<file path="src/rtl/mem_arb_pkg.sv">
// mem_arb_pkg: shared state and owner encodings for the memory arbiter
package mem_arb_pkg;
   typedef enum logic [1:0] {IDLE = 2'b00, BUSY = 2'b01, ACK = 2'b10} state_t;
   typedef enum logic {CPU = 1'b0, DBG = 1'b1} owner_t;
endpackage

</file>
<file path="src/rtl/mem_arbiter.sv">
// mem_arbiter: round-robin arbiter and wait-state sequencer for the shared memory port
module mem_arbiter
   import mem_arb_pkg::*;
#(
   parameter int ADDR_W   = 32,
   parameter int DATA_W   = 32,
   parameter int WAIT_CYC = 2
) (
   input  logic              clk,
   input  logic              rst,
   input  logic              cpu_req,
   input  logic              cpu_we,
   input  logic [ADDR_W-1:0] cpu_addr,
   input  logic [DATA_W-1:0] cpu_wdata,
   output logic [DATA_W-1:0] cpu_rdata,
   output logic              cpu_ack,
   output logic              cpu_stall,
   input  logic              dbg_req,
   input  logic              dbg_we,
   input  logic [ADDR_W-1:0] dbg_addr,
   input  logic [DATA_W-1:0] dbg_wdata,
   output logic [DATA_W-1:0] dbg_rdata,
   output logic              dbg_ack,
   output logic              mem_en,
   output logic              mem_we,
   output logic [ADDR_W-1:0] mem_addr,
   output logic [DATA_W-1:0] mem_wdata,
   input  logic [DATA_W-1:0] mem_rdata
);
   localparam int CNT_W = (WAIT_CYC > 1) ? $clog2(WAIT_CYC) : 1;
   state_t            state_q;
   owner_t            owner_q, last_q, gnt_d;
   logic [CNT_W-1:0]  cnt_q;
   logic [DATA_W-1:0] rdata_q, wdata_q;
   logic [ADDR_W-1:0] addr_q;
   logic              cpu_ack_q, dbg_ack_q, mem_en_q, mem_we_q;

   // Pick the requester: a lone request wins, a tie goes to the port not served last
   always_comb gnt_d = (cpu_req & dbg_req) ? ((last_q == CPU) ? DBG : CPU) : (dbg_req ? DBG : CPU);

   // Access sequencer: grant in IDLE, hold the port for WAIT_CYC cycles, then pulse the owner's ack
   always_ff @(posedge clk or posedge rst) begin
      if (rst) begin
         state_q   <= IDLE;
         owner_q   <= CPU;
         last_q    <= DBG;
         cnt_q     <= '0;
         rdata_q   <= '0;
         addr_q    <= '0;
         wdata_q   <= '0;
         mem_en_q  <= 1'b0;
         mem_we_q  <= 1'b0;
         cpu_ack_q <= 1'b0;
         dbg_ack_q <= 1'b0;
      end else begin
         case (state_q)
            IDLE: if (cpu_req | dbg_req) begin
               state_q  <= BUSY;
               owner_q  <= gnt_d;
               cnt_q    <= CNT_W'(WAIT_CYC - 1);
               mem_en_q <= 1'b1;
               mem_we_q <= (gnt_d == DBG) ? dbg_we : cpu_we;
               addr_q   <= (gnt_d == DBG) ? dbg_addr : cpu_addr;
               wdata_q  <= (gnt_d == DBG) ? dbg_wdata : cpu_wdata;
            end
            BUSY: if (cnt_q == '0) begin
               if (!mem_we_q) rdata_q <= mem_rdata;
               last_q    <= owner_q;
               mem_en_q  <= 1'b0;
               mem_we_q  <= 1'b0;
               cpu_ack_q <= (owner_q == CPU);
               dbg_ack_q <= (owner_q == DBG);
               state_q   <= ACK;
            end else begin
               cnt_q <= cnt_q - CNT_W'(1);
            end
            ACK: begin
               cpu_ack_q <= 1'b0;
               dbg_ack_q <= 1'b0;
               state_q   <= IDLE;
            end
            default: state_q <= IDLE;
         endcase
      end
   end

   assign cpu_ack   = cpu_ack_q;
   assign dbg_ack   = dbg_ack_q;
   assign cpu_rdata = rdata_q;
   assign dbg_rdata = rdata_q;
   assign cpu_stall = cpu_req & ~cpu_ack_q;
   assign mem_en    = mem_en_q;
   assign mem_we    = mem_we_q;
   assign mem_addr  = addr_q;
   assign mem_wdata = wdata_q;
endmodule

</file>
<file path="config.mk">
export PLATFORM = sky130hd
export DESIGN_NAME = mem_arbiter
export DESIGN_NICKNAME = d
export VERILOG_FILES = /design/src/rtl/mem_arb_pkg.sv /design/src/rtl/mem_arbiter.sv
export SDC_FILE = /design/constraint.sdc
export NUM_CORES = 1
export LEC_CHECK = 0
export ABC_AREA = 1
export CORE_ASPECT_RATIO = 0.8
export CORE_MARGIN = 10
export CORE_UTILIZATION = 35
export DETAILED_ROUTE_END_ITERATION = 12
export MAX_ROUTING_LAYER = met4
export PLACE_DENSITY = 0.73
export SYNTH_ARGS = -nofsm -noshare
export SYNTH_HDL_FRONTEND = slang
export SYNTH_SLANG_ARGS = --single-unit
</file>
<file path="constraint.sdc">
create_clock -name clk -period 8 [get_ports clk]
set_clock_uncertainty 0.05 [all_clocks]
set_input_delay 0.8 -clock clk [delete_from_list [all_inputs] [get_ports clk]]
set_output_delay 0.8 -clock clk [all_outputs]
set_load 0.02 [all_outputs]
</file>
# After elaboration in Yosys (flattened, before gate mapping)

Cells that the tools add are included.

Bits in registers: 105
Input port bits: 166
Output and inout bits: 133
Logic and storage cells: 53

Add/sub/neg operators: 1
Equal/unequal tests: 4
Mux-type cells: 20
Bitwise logic cells: 7
Reductions and logical operators: 10

Operator list:

| operator            | count |
|---|---|
| $mux 32             | 2 |
| $mux 1              | 10 |
| $pmux 1 s2          | 5 |
| $reduce_and 2->1    | 5 |
| $reduce_and 3->1    | 2 |
| $mux 2              | 2 |
| $ne 2x2->1 const B  | 2 |
| $not 1->1           | 4 |
| $pmux 2 s2          | 1 |
| $reduce_bool 2->1   | 2 |
| $and 1x1->1         | 2 |
| $eq 2x1->1 const B  | 1 |
| $eq 2x2->1 const B  | 1 |
| $logic_not 2->1     | 1 |
| $or 1x1->1          | 1 |
| $sub 1x1->1 const B | 1 |

# Longest topological paths before layout

Depth after elaboration: 5
Depth in mapped cells: 7
Mapped depth without buffers: 6

# Worst setup path before layout

No wires, ideal clock.

Path kind: input to output
Start: in cpu_req
End: out cpu_stall
Arrival: 1100 ps
Path slack: 6050 ps
Stages: 2
Buffers on the path: 0
Cells stage by stage: inv_1 -> nor2_1

Word-level cells in the longest chain between the ends: 1

Ends and longest elaborated chain:

| element            | line              | text |
|---|---|---|
| start: declaration | mem_arbiter.sv:11 | `input logic cpu_req,` |
| $and 1x1->1        | mem_arbiter.sv:91 | `assign cpu_stall = cpu_req & ~cpu_ack_q;` |
| end: declaration   | mem_arbiter.sv:17 | `output logic cpu_stall,` |

Every way passes these cells.

# Worst setup path in the final report

Same ends and word-level chain as after synthesis.

==> reports/metrics.cfg <==
[hold_path]
hold_depth = 2
hp-class = reg2reg
hold_end = mem_addr[7]$_DFFE_PP0P_
hp-start = mem_addr[7]$_DFFE_PP0P_

[pwr]
peakVddDrop_mv = 0.1818
leakagePower_nw = 4.496
power.density_nw_per_um2 = 387.0

[logic_synthesis]
synthTopCellsByArea = dfrtp_1 (47%), nand2_1 (19%), nand3_1 (15%), inv_1 (9.2%), buf_4 (5.4%)
yosys_warnings = 0
synthArstFlopShare_pct = 100.0
synthDistinctLibCells = 15
ys_ff_latch = 105
synthFlopType = dfrtp_1
synth_area_um2 = 5512
synth_area_per_cell_um2 = 7.195
synth_top_area_share_pct = 47.22
synth.most_common_cell = nand2_1
ys_top_cells_by_count = nand2_1 (274), nand3_1 (163), inv_1 (135), dfrtp_1 (104), buf_4 (40)
synth_edf_count = 0
synth_nets = 932
synth_top_cell_by_area = dfrtp_1
yosysSeqAreaShare_pct = 47.70
syn_inst = 766

[cells_and_area]
diodes = 0
area_growth_pct = 57.73
drive_gt1_share_pct = 3.066
nets = 1172
final_area_um2 = 8693
final_cells = 1221

[clocking]
clock-sinks = 105
post-cts-setup-buffer-count = 0
htreeDepth = 3
cts_made_buffers = 9
cts_root_buf = clkbuf_16
tritoncts = yes
clock_path_buffers = 2
cts_resized = 0
clock_latency_ns = 0.33
clk_pin_slew_ns = 0.07
postCtsHoldBufs = 0

[critical_path]
rr_worst_depth = 6
critPathKind = in2out
cp.arrival_ns = 2.21
critPathRequiredTime_ns = 7.15
end_kind = primary output
crit_path_frequent_cell = clkdlybuf4s50_1
reg2reg_to = cpu_rdata[21]$_DFFE_PP0P_
slowest_delay_ns = 0.65
worstReg2RegStart = state_q[1]$_DFFE_PP0P_
cp_slowest_cell = clkdlybuf4s50_1
path_cells = clkdlybuf4s50_1 > inv_1 > nor2_1 > clkdlybuf4s50_1
r2r_slack_ns = 5.35
start_kind = input port
worstPathMaxFanout = 4

[timing]
setup_tns_ns = 0
finalHoldViolations = 0
finalWorstSetupSlack_ns = 4.935
rsz0062_at_grt = no
finalCritPeriodShare_pct = 38.31
whs_ns = 0.4268
fmax_mhz = 326.3
period_needed_ns = 3.065
setup_viol = 0
tightest_slew_ns = 1.077
max_slew_margin_pct = 28.00
drv_slew = 0

[place]
place_area_um2 = 8364
place_inst = 1205
portBuffers = 298
hpwl_um = 14360
dpl_worst_slack_ns = 4.797
routabilityCongestion = 0.8216

[grt]
antenna_found_initial = 0
grt_pass1_vias = 5568
grt_max_degree = 69
grt_overflow = 0
grt_pass1_wl_um = 30720
gr-usage-all-layers_pct = 18.16

[floorplanning]
ios = 299
coreArea_um2 = 15210
start_util_pct = 36.23
rows = 40
die_width_um = 160.3
die_y_um = 132.2
die_area_um2 = 21200

[route]
ant_nets = 0
drc = 0
drtIter0Drc = 331
vias = 5523
wl_um = 19410
avgRoutedWirePerCell_um = 15.90
viasPerCell = 4.523
drtPass1Iterations = 4

[run_status]
status = completed

[job]
drv_cap = 0

-- stage by stage --
| stage | total power, W | utilization [%] |
|---|---|---|
| 2_1_floorplan | 0.002066 | - |
| 3_3_place_gp | 0.002888 | 54.98 |
| 3_5_place_dp | 0.002921 | 54.98 |
| 4_1_cts | 0.003416 | 57.14 |
| 5_1_grt | 0.003608 | 57.14 |
| 6_report | 0.003365 | 57.14 |
-- registers in the layout, indices dropped and copies added, names as in the netlist --
signal / flops
state_q: 2
cnt_q: 1
mem_addr: 32
cpu_ack: 1
mem_wdata: 32
owner_q: 1
cpu_rdata: 32
dbg_ack: 1
mem_we: 1
mem_en: 1
last_q: 1
-- worst max-delay path, delay by kind of cell --
| kind | cells | cell delay (ns) |
|---|---|---|
| buffers and inverters | 3 | 1.31 |
| and+or+nand+nor | 1 | 0.11 |
-- metal layers --
metal | GRT usage (%) | share of wire, %
met5 | - | 0
met1 | 22.19 | 43
met2 | 29.33 | 49
met4 | 4.124 | 1.3
met3 | 4.931 | 7.1
-- how the worst max path moves through the flow --
stage / startpoint / to / slack (ns) / cells after the start
after floorplan: rst / cnt_q$_DFFE_PP0P_ / 4.39 / 1
after CTS: cpu_req / cpu_stall / 4.92 / 4
after detailed placement: dbg_req / mem_addr[20]$_DFFE_PP0P_ / 4.80 / 7
after global routing: cpu_req / cpu_stall / 4.89 / 4
final: cpu_req / cpu_stall / 4.94 / 4
after global placement: dbg_req / mem_addr[17]$_DFFE_PP0P_ / 4.86 / 7
-- logic make-up after synthesis --
group,Yosys count,synth area share [%]
flip-flops,105,47.70
AO/OA/AOI/OAI,5,0.4540
buffers and inverters,212,17.73
AND/OR/NAND/NOR,444,34.12
-- power breakdown --
group          internal (W)  total [W]  switching [W]
registers          0.000804   0.000978       0.000174
logic              0.000826    0.00190        0.00108
clock network      0.000286   0.000484       0.000198
total               0.00192    0.00336        0.00145
-- cell usage in the layout, fill, tap and decap left out --
master / instances
dfstp_2: 1
inv_6: 1
inv_1: 134
dfrtp_1: 104
clkbuf_1: 1
clkdlybuf4s50_1: 297
buf_2: 1
inv_4: 1
clkinv_4: 2
buf_4: 7
bufinv_16: 2
nand2_2: 2
inv_2: 1
o21ai_4: 1
nand2_1: 272
clkbuf_8: 1
nor2_4: 2
and2_1: 1
clkbuf_16: 9
nor2_1: 4
o21ai_0: 4
nand3_1: 163
-- cell type report --
cell class | count | area (um2)
well taps | 210 | 262.8
clock inverters | 5 | 86.33
fillers | 1445 | 6521
repair buffers | 305 | 3030
inverters | 136 | 513.0
multi-input cells | 449 | 1929
clock buffers | 11 | 242.7
flip-flops and latches | 105 | 2629
(Power assumes the default switching activity.)
